<file path="src/rtl/calc_pkg.sv">
// Shared calculator command codes, keypad-to-command map and keypad scanner
// state type, used by keypad_cmd_encoder and calc_top.
package calc_pkg;

  typedef logic [3:0] cmd_t;

  localparam cmd_t CMD_ADD  = 4'b1010;
  localparam cmd_t CMD_SUB  = 4'b1011;
  localparam cmd_t CMD_MUL  = 4'b1100;
  localparam cmd_t CMD_CLR  = 4'b1101;
  localparam cmd_t CMD_EQ   = 4'b1110;
  localparam cmd_t CMD_NONE = 4'b1111;

  // Indexed by {row, col}; entry 15 is the unused key.
  localparam cmd_t [15:0] KEYMAP = {
    CMD_NONE, CMD_EQ, CMD_CLR, CMD_MUL,
    CMD_SUB,  CMD_ADD, 4'd9,   4'd8,
    4'd7,     4'd6,    4'd5,   4'd4,
    4'd3,     4'd2,    4'd1,   4'd0
  };

  typedef enum logic [1:0] {
    KP_SCAN         = 2'd0,
    KP_DEBOUNCE     = 2'd1,
    KP_EMIT         = 2'd2,
    KP_WAIT_RELEASE = 2'd3
  } kp_state_t;

  // Rows are active-low; the lowest-index low row wins.
  function automatic logic [1:0] lowest_low_row(input logic [3:0] rows);
    logic [1:0] r;
    if (!rows[0]) begin
      r = 2'd0;
    end else if (!rows[1]) begin
      r = 2'd1;
    end else if (!rows[2]) begin
      r = 2'd2;
    end else begin
      r = 2'd3;
    end
    return r;
  endfunction

  function automatic logic [3:0] col_drive(input logic [1:0] col);
    return ~(4'b0001 << col);
  endfunction

endpackage

</file>
<file path="src/rtl/sync2.sv">
// Two-flop synchronizer for a bus of independent asynchronous inputs,
// with a configurable reset value.
module sync2 #(
  parameter int unsigned           WIDTH     = 4,
  parameter logic [WIDTH-1:0]      RESET_VAL = {WIDTH{1'b0}}
) (
  input  logic             clk_i,
  input  logic             rst_ni,
  input  logic [WIDTH-1:0] d_i,
  output logic [WIDTH-1:0] q_o
);

  logic [WIDTH-1:0] meta_q;
  logic [WIDTH-1:0] sync_q;

  // Metastability stage followed by the stable output stage.
  always_ff @(posedge clk_i or negedge rst_ni) begin
    if (!rst_ni) begin
      meta_q <= RESET_VAL;
      sync_q <= RESET_VAL;
    end else begin
      meta_q <= d_i;
      sync_q <= meta_q;
    end
  end

  assign q_o = sync_q;

endmodule

</file>
<file path="src/rtl/keypad_cmd_encoder.sv">
// 4x4 keypad scanner/debouncer producing calc_top command windows.
// Optional auto-repeat of a held key is enabled by defining KEYPAD_AUTOREPEAT_EN.
module keypad_cmd_encoder
  import calc_pkg::*;
#(
  parameter int unsigned SCAN_DIV        = 1000,
  parameter int unsigned DEBOUNCE_CYCLES = 20000,
  parameter int unsigned HOLD_CYCLES     = 4,
  parameter int unsigned REPEAT_CYCLES   = 500000
) (
  input  logic       clock,
  input  logic       reset,
  input  logic [3:0] row_in,
  output logic [3:0] col_out,
  output cmd_t       cmd,
  output logic       key_valid
);

`ifdef KEYPAD_AUTOREPEAT_EN
  localparam bit AUTOREPEAT = 1'b1;
`else
  localparam bit AUTOREPEAT = 1'b0;
`endif

  localparam int unsigned SW = $clog2(SCAN_DIV + 1);
  localparam int unsigned DW = $clog2(DEBOUNCE_CYCLES + 1);
  localparam int unsigned HW = $clog2(HOLD_CYCLES + 1);
  localparam int unsigned RW = $clog2(REPEAT_CYCLES + 1);

  localparam logic [SW-1:0] SCAN_LAST = SW'(SCAN_DIV - 1);
  localparam logic [SW-1:0] SCAN_MAX  = SW'(SCAN_DIV);
  localparam logic [SW-1:0] SCAN_ONE  = SW'(1);
  localparam logic [DW-1:0] DEB_LAST  = DW'(DEBOUNCE_CYCLES - 1);
  localparam logic [DW-1:0] DEB_MAX   = DW'(DEBOUNCE_CYCLES);
  localparam logic [DW-1:0] DEB_ONE   = DW'(1);
  localparam logic [HW-1:0] HOLD_LAST = HW'(HOLD_CYCLES - 1);
  localparam logic [HW-1:0] HOLD_MAX  = HW'(HOLD_CYCLES);
  localparam logic [HW-1:0] HOLD_ONE  = HW'(1);
  localparam logic [RW-1:0] RPT_LAST  = RW'(REPEAT_CYCLES - 1);
  localparam logic [RW-1:0] RPT_MAX   = RW'(REPEAT_CYCLES);
  localparam logic [RW-1:0] RPT_ONE   = RW'(1);

  logic [3:0] row_s;

  kp_state_t    state_q,     state_d;
  logic [1:0]   col_q,       col_d;
  logic [1:0]   row_q,       row_d;
  logic [3:0]   pat_q,       pat_d;
  cmd_t         code_q,      code_d;
  logic [SW-1:0] scan_cnt_q, scan_cnt_d;
  logic [DW-1:0] deb_cnt_q,  deb_cnt_d;
  logic [HW-1:0] hold_cnt_q, hold_cnt_d;
  logic [RW-1:0] rpt_cnt_q,  rpt_cnt_d;
  cmd_t         cmd_q,       cmd_d;
  logic         key_valid_q, key_valid_d;
  logic [3:0]   col_out_q,   col_out_d;

  // Idle keypad reads all-high, so the synchronizer resets to "no key".
  sync2 #(
    .WIDTH    (4),
    .RESET_VAL(4'hF)
  ) u_row_sync (
    .clk_i (clock),
    .rst_ni(reset),
    .d_i   (row_in),
    .q_o   (row_s)
  );

  // Scanner state machine: next state, latched key and counters.
  always_comb begin
    state_d    = state_q;
    col_d      = col_q;
    row_d      = row_q;
    pat_d      = pat_q;
    code_d     = code_q;
    scan_cnt_d = scan_cnt_q;
    deb_cnt_d  = deb_cnt_q;
    hold_cnt_d = hold_cnt_q;
    rpt_cnt_d  = rpt_cnt_q;

    case (state_q)
      KP_SCAN: begin
        if (scan_cnt_q == SCAN_LAST) begin
          scan_cnt_d = {SW{1'b0}};
          if (row_s != 4'hF) begin
            state_d   = KP_DEBOUNCE;
            pat_d     = row_s;
            row_d     = lowest_low_row(row_s);
            deb_cnt_d = {DW{1'b0}};
          end else begin
            col_d = col_q + 2'd1;
          end
        end else begin
          scan_cnt_d = (scan_cnt_q == SCAN_MAX) ? scan_cnt_q : scan_cnt_q + SCAN_ONE;
        end
      end

      KP_DEBOUNCE: begin
        if (row_s != pat_q) begin
          state_d    = KP_SCAN;
          col_d      = col_q + 2'd1;
          scan_cnt_d = {SW{1'b0}};
          deb_cnt_d  = {DW{1'b0}};
        end else if (deb_cnt_q == DEB_LAST) begin
          deb_cnt_d  = {DW{1'b0}};
          rpt_cnt_d  = {RW{1'b0}};
          hold_cnt_d = {HW{1'b0}};
          code_d     = KEYMAP[{row_q, col_q}];
          if (KEYMAP[{row_q, col_q}] == CMD_NONE) begin
            state_d = KP_WAIT_RELEASE;
          end else begin
            state_d = KP_EMIT;
          end
        end else begin
          deb_cnt_d = (deb_cnt_q == DEB_MAX) ? deb_cnt_q : deb_cnt_q + DEB_ONE;
        end
      end

      KP_EMIT: begin
        if (hold_cnt_q == HOLD_LAST) begin
          state_d    = KP_WAIT_RELEASE;
          hold_cnt_d = {HW{1'b0}};
          deb_cnt_d  = {DW{1'b0}};
          rpt_cnt_d  = {RW{1'b0}};
        end else begin
          hold_cnt_d = (hold_cnt_q == HOLD_MAX) ? hold_cnt_q : hold_cnt_q + HOLD_ONE;
        end
      end

      KP_WAIT_RELEASE: begin
        if (row_s == 4'hF) begin
          rpt_cnt_d = {RW{1'b0}};
          if (deb_cnt_q == DEB_LAST) begin
            state_d    = KP_SCAN;
            col_d      = 2'd0;
            scan_cnt_d = {SW{1'b0}};
            deb_cnt_d  = {DW{1'b0}};
          end else begin
            deb_cnt_d = (deb_cnt_q == DEB_MAX) ? deb_cnt_q : deb_cnt_q + DEB_ONE;
          end
        end else begin
          deb_cnt_d = {DW{1'b0}};
          // Repeat timer only runs while the original key pattern is held.
          if (AUTOREPEAT && (row_s == pat_q) && (code_q != CMD_NONE)) begin
            if (rpt_cnt_q == RPT_LAST) begin
              state_d    = KP_EMIT;
              hold_cnt_d = {HW{1'b0}};
              rpt_cnt_d  = {RW{1'b0}};
            end else begin
              rpt_cnt_d = (rpt_cnt_q == RPT_MAX) ? rpt_cnt_q : rpt_cnt_q + RPT_ONE;
            end
          end else begin
            rpt_cnt_d = {RW{1'b0}};
          end
        end
      end

      default: begin
        state_d    = KP_SCAN;
        col_d      = 2'd0;
        scan_cnt_d = {SW{1'b0}};
      end
    endcase
  end

  // Output values for the coming cycle, derived from the next state.
  always_comb begin
    cmd_d       = CMD_NONE;
    key_valid_d = 1'b0;
    if (state_d == KP_EMIT) begin
      cmd_d       = code_d;
      key_valid_d = (state_q != KP_EMIT);
    end else begin
      cmd_d       = CMD_NONE;
      key_valid_d = 1'b0;
    end
    col_out_d = col_drive(col_d);
  end

  // State, counters and registered outputs.
  always_ff @(posedge clock or negedge reset) begin
    if (!reset) begin
      state_q     <= KP_SCAN;
      col_q       <= 2'd0;
      row_q       <= 2'd0;
      pat_q       <= 4'hF;
      code_q      <= CMD_NONE;
      scan_cnt_q  <= {SW{1'b0}};
      deb_cnt_q   <= {DW{1'b0}};
      hold_cnt_q  <= {HW{1'b0}};
      rpt_cnt_q   <= {RW{1'b0}};
      cmd_q       <= CMD_NONE;
      key_valid_q <= 1'b0;
      col_out_q   <= 4'b1110;
    end else begin
      state_q     <= state_d;
      col_q       <= col_d;
      row_q       <= row_d;
      pat_q       <= pat_d;
      code_q      <= code_d;
      scan_cnt_q  <= scan_cnt_d;
      deb_cnt_q   <= deb_cnt_d;
      hold_cnt_q  <= hold_cnt_d;
      rpt_cnt_q   <= rpt_cnt_d;
      cmd_q       <= cmd_d;
      key_valid_q <= key_valid_d;
      col_out_q   <= col_out_d;
    end
  end

  assign cmd       = cmd_q;
  assign key_valid = key_valid_q;
  assign col_out   = col_out_q;

endmodule

</file>
<file path="config.mk">
export PLATFORM = sky130hd
export DESIGN_NAME = keypad_cmd_encoder
export DESIGN_NICKNAME = d
export VERILOG_FILES = /design/src/rtl/calc_pkg.sv /design/src/rtl/sync2.sv /design/src/rtl/keypad_cmd_encoder.sv
export SDC_FILE = /design/constraint.sdc
export NUM_CORES = 1
export LEC_CHECK = 0
export BUFFER_PORTS_ARGS = -buffer_cell sky130_fd_sc_hd__buf_2
export CAP_MARGIN = 20
export CORE_ASPECT_RATIO = 0.8
export CORE_MARGIN = 2
export CORE_UTILIZATION = 35
export CTS_BUF_LIST = sky130_fd_sc_hd__clkbuf_16
export CTS_CLUSTER_DIAMETER = 100
export DETAILED_ROUTE_END_ITERATION = 10
export GPL_TIMING_DRIVEN = 0
export PLACE_DENSITY = 0.57
export SYNTH_ARGS = -nofsm -noshare
export SYNTH_HDL_FRONTEND = slang
export SYNTH_SLANG_ARGS = --single-unit
</file>
<file path="constraint.sdc">
create_clock -name clock -period 2.86 [get_ports clock]
set_clock_uncertainty 0.05 [all_clocks]
set_input_delay 0 -clock clock [delete_from_list [all_inputs] [get_ports clock]]
set_output_delay 0 -clock clock [all_outputs]
set_load 0.02 [all_outputs]
</file>
Word level (Yosys, flattened, before mapping)
Memory sizes are Yosys's and may differ from the RTL's.
Index checks and enable logic that the tools add are counted.
- register bits after elaboration: 59
- bits in read-only memories: 64
- input bits: 6
- word-level logic and storage cells: 96
- memories kept: 1
- add/sub/neg operators: 4
- $lt $le $gt $ge: 1
- eq/ne operators: 25
- shifts and indexed selects: 1
- multiplexer cells: 43
- bitwise gates (word level): 1
- reduce and logical (&&, ||, !) cells: 7
- memories (memory ; words ; width ; read ports ; clocked after memory_dff ; wr ports ; RTL line ; source):
    (no name shown) ; 16 ; 4 ; 1 ; 0 ; 0 ; keypad_cmd_encoder.sv:109 ; if (KEYMAP[{row_q, col_q}] == CMD_NONE) begin
- operators with widths (kind ; number):
    $mux 15 ; 7
    $pmux 15 s4 ; 1
    $mux 10 ; 5
    $eq 15x15->1 const B ; 2
    $pmux 10 s3 ; 1
    $mux 2 ; 14
    $eq 10x10->1 const B ; 2
    $mux 4 ; 5
    $ne 2x2->1 const B ; 9
    $add 15x1->15 const B ; 1
    $mux 3 ; 4
    $add 10x1->10 const B ; 1
    $eq 4x4->1 const B ; 2
    $pmux 2 s4 ; 1
    $eq 2x2->1 const B ; 3
    $ne 3x3->1 const B ; 2
    $pmux 2 s3 ; 1
    $pmux 3 s2 ; 1
    $reduce_and 3->1 ; 2
    $lt 4x5->1 const B ; 1
    $reduce_and 5->1 ; 1
    $ne 4x4->1 ; 1
    $ne 4x4->1 const B ; 1
    $not 4->4 ; 1
    other kinds (11) ; 13

Logic depth before layout (Yosys ltp)
- word-level depth: 9
- mapped depth: 8
- gate-level depth less buffers: 7

Hierarchy
Synthesis repeated with hierarchy kept, for this count alone.
- cell total of the unflattened synthesis: 293
- area, all modules: 2936.6 um^2
- modules (own cells, without submodules) (module ; instances ; cells each ; area each (um^2) ; sequential area each (um^2)):
    keypad_cmd_encoder ; 1 ; 285 ; 2726.4 ; 1295.0
    sync2 ; 1 ; 8 ; 210.2 ; 210.2

Least setup slack after synthesis
OpenSTA, ideal clock, no wires.
- kind: reg2reg
- start: register deb_cnt_q[0]
- end: register scan_cnt_q[3]
- arrival time: 2.012 ns
- setup slack: 0.672 ns
- cell stages (with the launch flop): 9
- cell sequence: dfrtp_1 ha_1 and4_1 buf_4 and4_4 a31oi_1 or3_1 buf_6 a221o_1
- longest elaborated chain between the ends: 3
- ends and longest elaborated chain (element ; RTL line ; source):
    from (decl) ; keypad_cmd_encoder.sv:51 ; logic [DW-1:0] deb_cnt_q, deb_cnt_d;
    from (signal assigned) ; keypad_cmd_encoder.sv:189 ; deb_cnt_q <= {DW{1'b0}};
    from (signal assigned) ; keypad_cmd_encoder.sv:202 ; deb_cnt_q <= deb_cnt_d;
    $eq 15x15->1 ; keypad_cmd_encoder.sv:133 ; if (deb_cnt_q == DEB_LAST) begin
    $ne 2x2->1 (no line) ; n/a ;
    $reduce_and 5->1 (no line) ; n/a ;
    to (signal assigned) ; keypad_cmd_encoder.sv:188 ; scan_cnt_q <= {SW{1'b0}};
    to (signal assigned) ; keypad_cmd_encoder.sv:201 ; scan_cnt_q <= scan_cnt_d;
    to (decl) ; keypad_cmd_encoder.sv:50 ; logic [SW-1:0] scan_cnt_q, scan_cnt_d;
No other way between the ends.
A chain may end at the register's enable or synchronous reset.

Final worst setup path
- start: register scan_cnt_q[4]
- end: register deb_cnt_q[13]
- longest elaborated chain between the ends: 3
- ends and longest elaborated chain (element ; RTL line ; source):
    $eq 10x10->1 ; keypad_cmd_encoder.sv:83 ; if (scan_cnt_q == SCAN_LAST) begin
    $ne 2x2->1 (no line) ; n/a ;
    $reduce_and 3->1 (no line) ; n/a ;
No other way between the ends.

==> results.cfg <==
[status]
status = finished clean

[clocking]
clock_latency_ps = 330
cts.sinks = 59
cts_buffers = 9
cts-root-buf = clkbuf_16
clock_path_buffers = 2
post_cts_resized = 0
clk_pin_slew_worst_paths_ps = 50
postCtsSetupRepairBufs = 0
htree_levels = 3
hold_buffers = 5
cts_tree = yes

[timing]
worst_pin_slew_ps = 868.9
period_share = 0.8693
fmax_mhz = 402.2
timing.final.ws_setup_ps = 373.7
timing.setup.tns_ps = 0
min_period_ps = 2486
grt_setup_unrepaired = false
finalMaxSlewViolations = 0
final_hold_viol_count = 0
relSlewSlack = 0.4154
setup_viol = 0

[synthesis]
synth_top_family_by_area = simple AND/OR/NAND/NOR gates
synth_cell_types = 53
synthArstFlopShare = 1.000
synth.avg_cell_area_um2 = 10.08
synth_xor_area_frac = 0.03441
syn_inst = 303
synthMuxAreaShare = 0.02499
ys.warnings.count = 0
synthFlopType = dfrtp_1
ys_seq_elements = 59
synthSimpleGateAreaFrac = 0.2392
synthAdderAreaFrac = 0.02868
synth_edf_count = 0
syn_nets = 316
synth_compound_area_frac = 0.1430
synth-seq-area-share = 0.4928
netlist_area_mm2 = 0.003054

[power_and_ir_drop]
power_density_mw_per_mm2 = 499.0
power.total_mw = 1.790
leakage_nw = 1.562
vdd_drop_max_v = 0.0004220

[drt]
drc = 0
avgRoutedWirePerCell_um = 14.04
via_per_inst = 5.140
ant_nets = 0
routed_wl_mm = 6.334
drt_iter0_markers = 125
dr.pass1.iters = 4
vias = 2318

[layout]
drive_gt1_frac = 0.2153
diodes = 0
fillCellCount = 840
fin_area_mm2 = 0.003587
synthToLayoutAreaGrowth_pct = 17.45
final_nets = 347

[grt]
track_usage = 0.1528
grt_pass1_vias = 2184
grt_max_degree = 31
grt_overflow = 0
antenna_found_initial = 0
grt_pass1_wl_mm = 10.97

[placement]
dp.final_hpwl_mm = 4.380
placed_cell_area_mm2 = 0.003284
post-place-ws_ps = 371.3
gp_congestion = 0.7778
port_buffers = 14

[floorplanning]
dieHeight_um = 87.55
core-area_mm2 = 0.008483
die_area_mm2 = 0.009494
initial_utilization = 0.3600
die_x_um = 108.4
io_pins = 15
rows = 30

[critical_path]
arrival_ps = 2630
critPathCaptureType = register
crit_type = register to register
crit_family = simple AND/OR/NAND/NOR gates
critical_path_required_ps = 3000
critPathMaxFanout = 9
timing.critical_path.buf_inv = 2
critPathSlowestCell = or4_1
cpPeakStageDelay_ps = 570
worst_setup_path_start_kind = register
cp_cell_sequence = nand4b_1, or4_1, buf_2, and2_1, buf_6, a21oi_2, nor2_1

[min_path]
hold_path_class = input port to asynchronous set/reset pin

[flow_run]
max-cap-violations = 0
[cell usage in the layout (no fill, tap or decap), types with 6 or more instances in the layout]
master,netlist,routed
nor2_1,20,20
dfrtp_1,36,36
and3_1,9,9
nand3_1,14,14
ha_1,7,7
dfstp_2,23,23
nor3_1,12,12
clkbuf_16,0,9
a21oi_1,8,8
inv_1,10,12
xnor2_1,7,7
nor4_1,6,6
clkbuf_1,8,8
a211o_1,6,6
a22o_1,6,6
o21ai_0,8,8
buf_2,3,17
nand2_1,40,40
[Yosys cell counts (2+ instances only)]
cell	n	area, µm²
xnor2_1	7	61.31
dfrtp_1	36	900.9
nor2_1	20	75.07
nor4_1	6	37.54
a211o_1	6	52.55
nand3_1	14	70.07
o22ai_1	4	25.02
buf_6	2	22.52
mux2_2	5	56.30
or4_1	2	15.01
or3_1	4	25.02
a21o_1	2	15.01
and2_1	4	25.02
nand4_1	4	25.02
a21oi_1	8	40.04
nand2b_1	2	12.51
ha_1	7	87.58
inv_1	10	37.54
dfstp_2	23	604.3
a22o_1	6	52.55
a31o_2	3	26.28
nor2b_1	4	25.02
o21ai_0	8	40.04
and3_1	9	56.30
xor2_1	5	43.79
nand3b_1	2	15.01
nor3b_1	2	15.01
buf_2	3	15.01
clkbuf_1	8	30.03
nor3_1	12	60.06
a211oi_1	2	15.01
a31oi_1	5	31.28
mux2i_1	2	20.02
nand2_1	40	150.1
a32oi_1	2	17.52
and4_1	3	26.28
or2_2	5	31.28
[layer usage]
layer	part of all wire	wire length, µm	up-vias	track usage
met5	0	0	-	0
met4	0.013	81	0	0.06643
met3	0.053	337	7	0.04911
met2	0.41	2603	55	0.2091
met1	0.52	3312	1095	0.2202
li1	-	-	1161	-
[power by group]
part	total, mW	internal [mW]	switching [mW]
clock	0.904	0.563	0.341
combinational	0.0326	0.0117	0.0209
sequential	0.853	0.848	0.00503
total	1.79	1.42	0.367
[worst register-to-register path: cells and delay by family (launching register included)]
kind | cells | cell delay, ps
buffers and inverters | 2 | 360
AND/OR/NAND/NOR | 4 | 1140
flip-flops | 1 | 420
AO/OA/AOI/OAI | 1 | 380
[final timing paths]
check	from	slack (ps)	cells past startpoint	endpoint
worst max-delay path	scan_cnt_q[4]	370	7	deb_cnt_q[13]
worst min-delay path	reset	220	2	scan_cnt_q[6]
worst max register to register	scan_cnt_q[4]	370	7	deb_cnt_q[13]
worst min register to register	u_row_sync.meta_q[1]	300	0	u_row_sync.q_o[1]
max in group asynchronous	reset	1870	3	cmd[3]
min in group clock	row_in[0]	260	2	u_row_sync.meta_q[0]
[through the flow]
step	util	cells	hold slack [ps]
detailed placement	0.3872	430	39.24
global route	0.4229	451	256.8
finish	0.4229	451	219.4
CTS	0.4229	451	230.4
global placement	0.3848	429	54.72
floorplan	-	303	-345.6
[cell type report]
cell class	instances	area [µm²]	area share
multi-input combinational	220	1436	0.4004
clock inverter	7	27.53	0.007674
inverter	10	37.54	0.01046
timing repair buffer	20	140.1	0.03907
tap	112	140.1	0.03907
buffer	14	75.07	0.02093
clock buffer	9	225.2	0.06278
sequential	59	1505	0.4196
[sequential cells by signal, indices dropped and copies added (netlist names)]
register	cells
cmd	4
code_q	4
col_out	4
col_q	2
deb_cnt_q	15
hold_cnt_q	3
key_valid	1
pat_q	4
row_q	2
scan_cnt_q	10
state_q	2
u_row_sync.meta_q	4
u_row_sync.q_o	4
[logic make-up (layout without fill, tap and decap cells)]
family,Yosys count,in the layout
AND/OR/NAND/NOR,138,138
flip-flops,59,59
AO/OA/AOI/OAI,56,56
buffers and inverters,24,60
XOR/XNOR,12,12
adder cells (fa/ha/maj),7,7
multiplexers,7,7
Power figures use the tool's default switching activity.
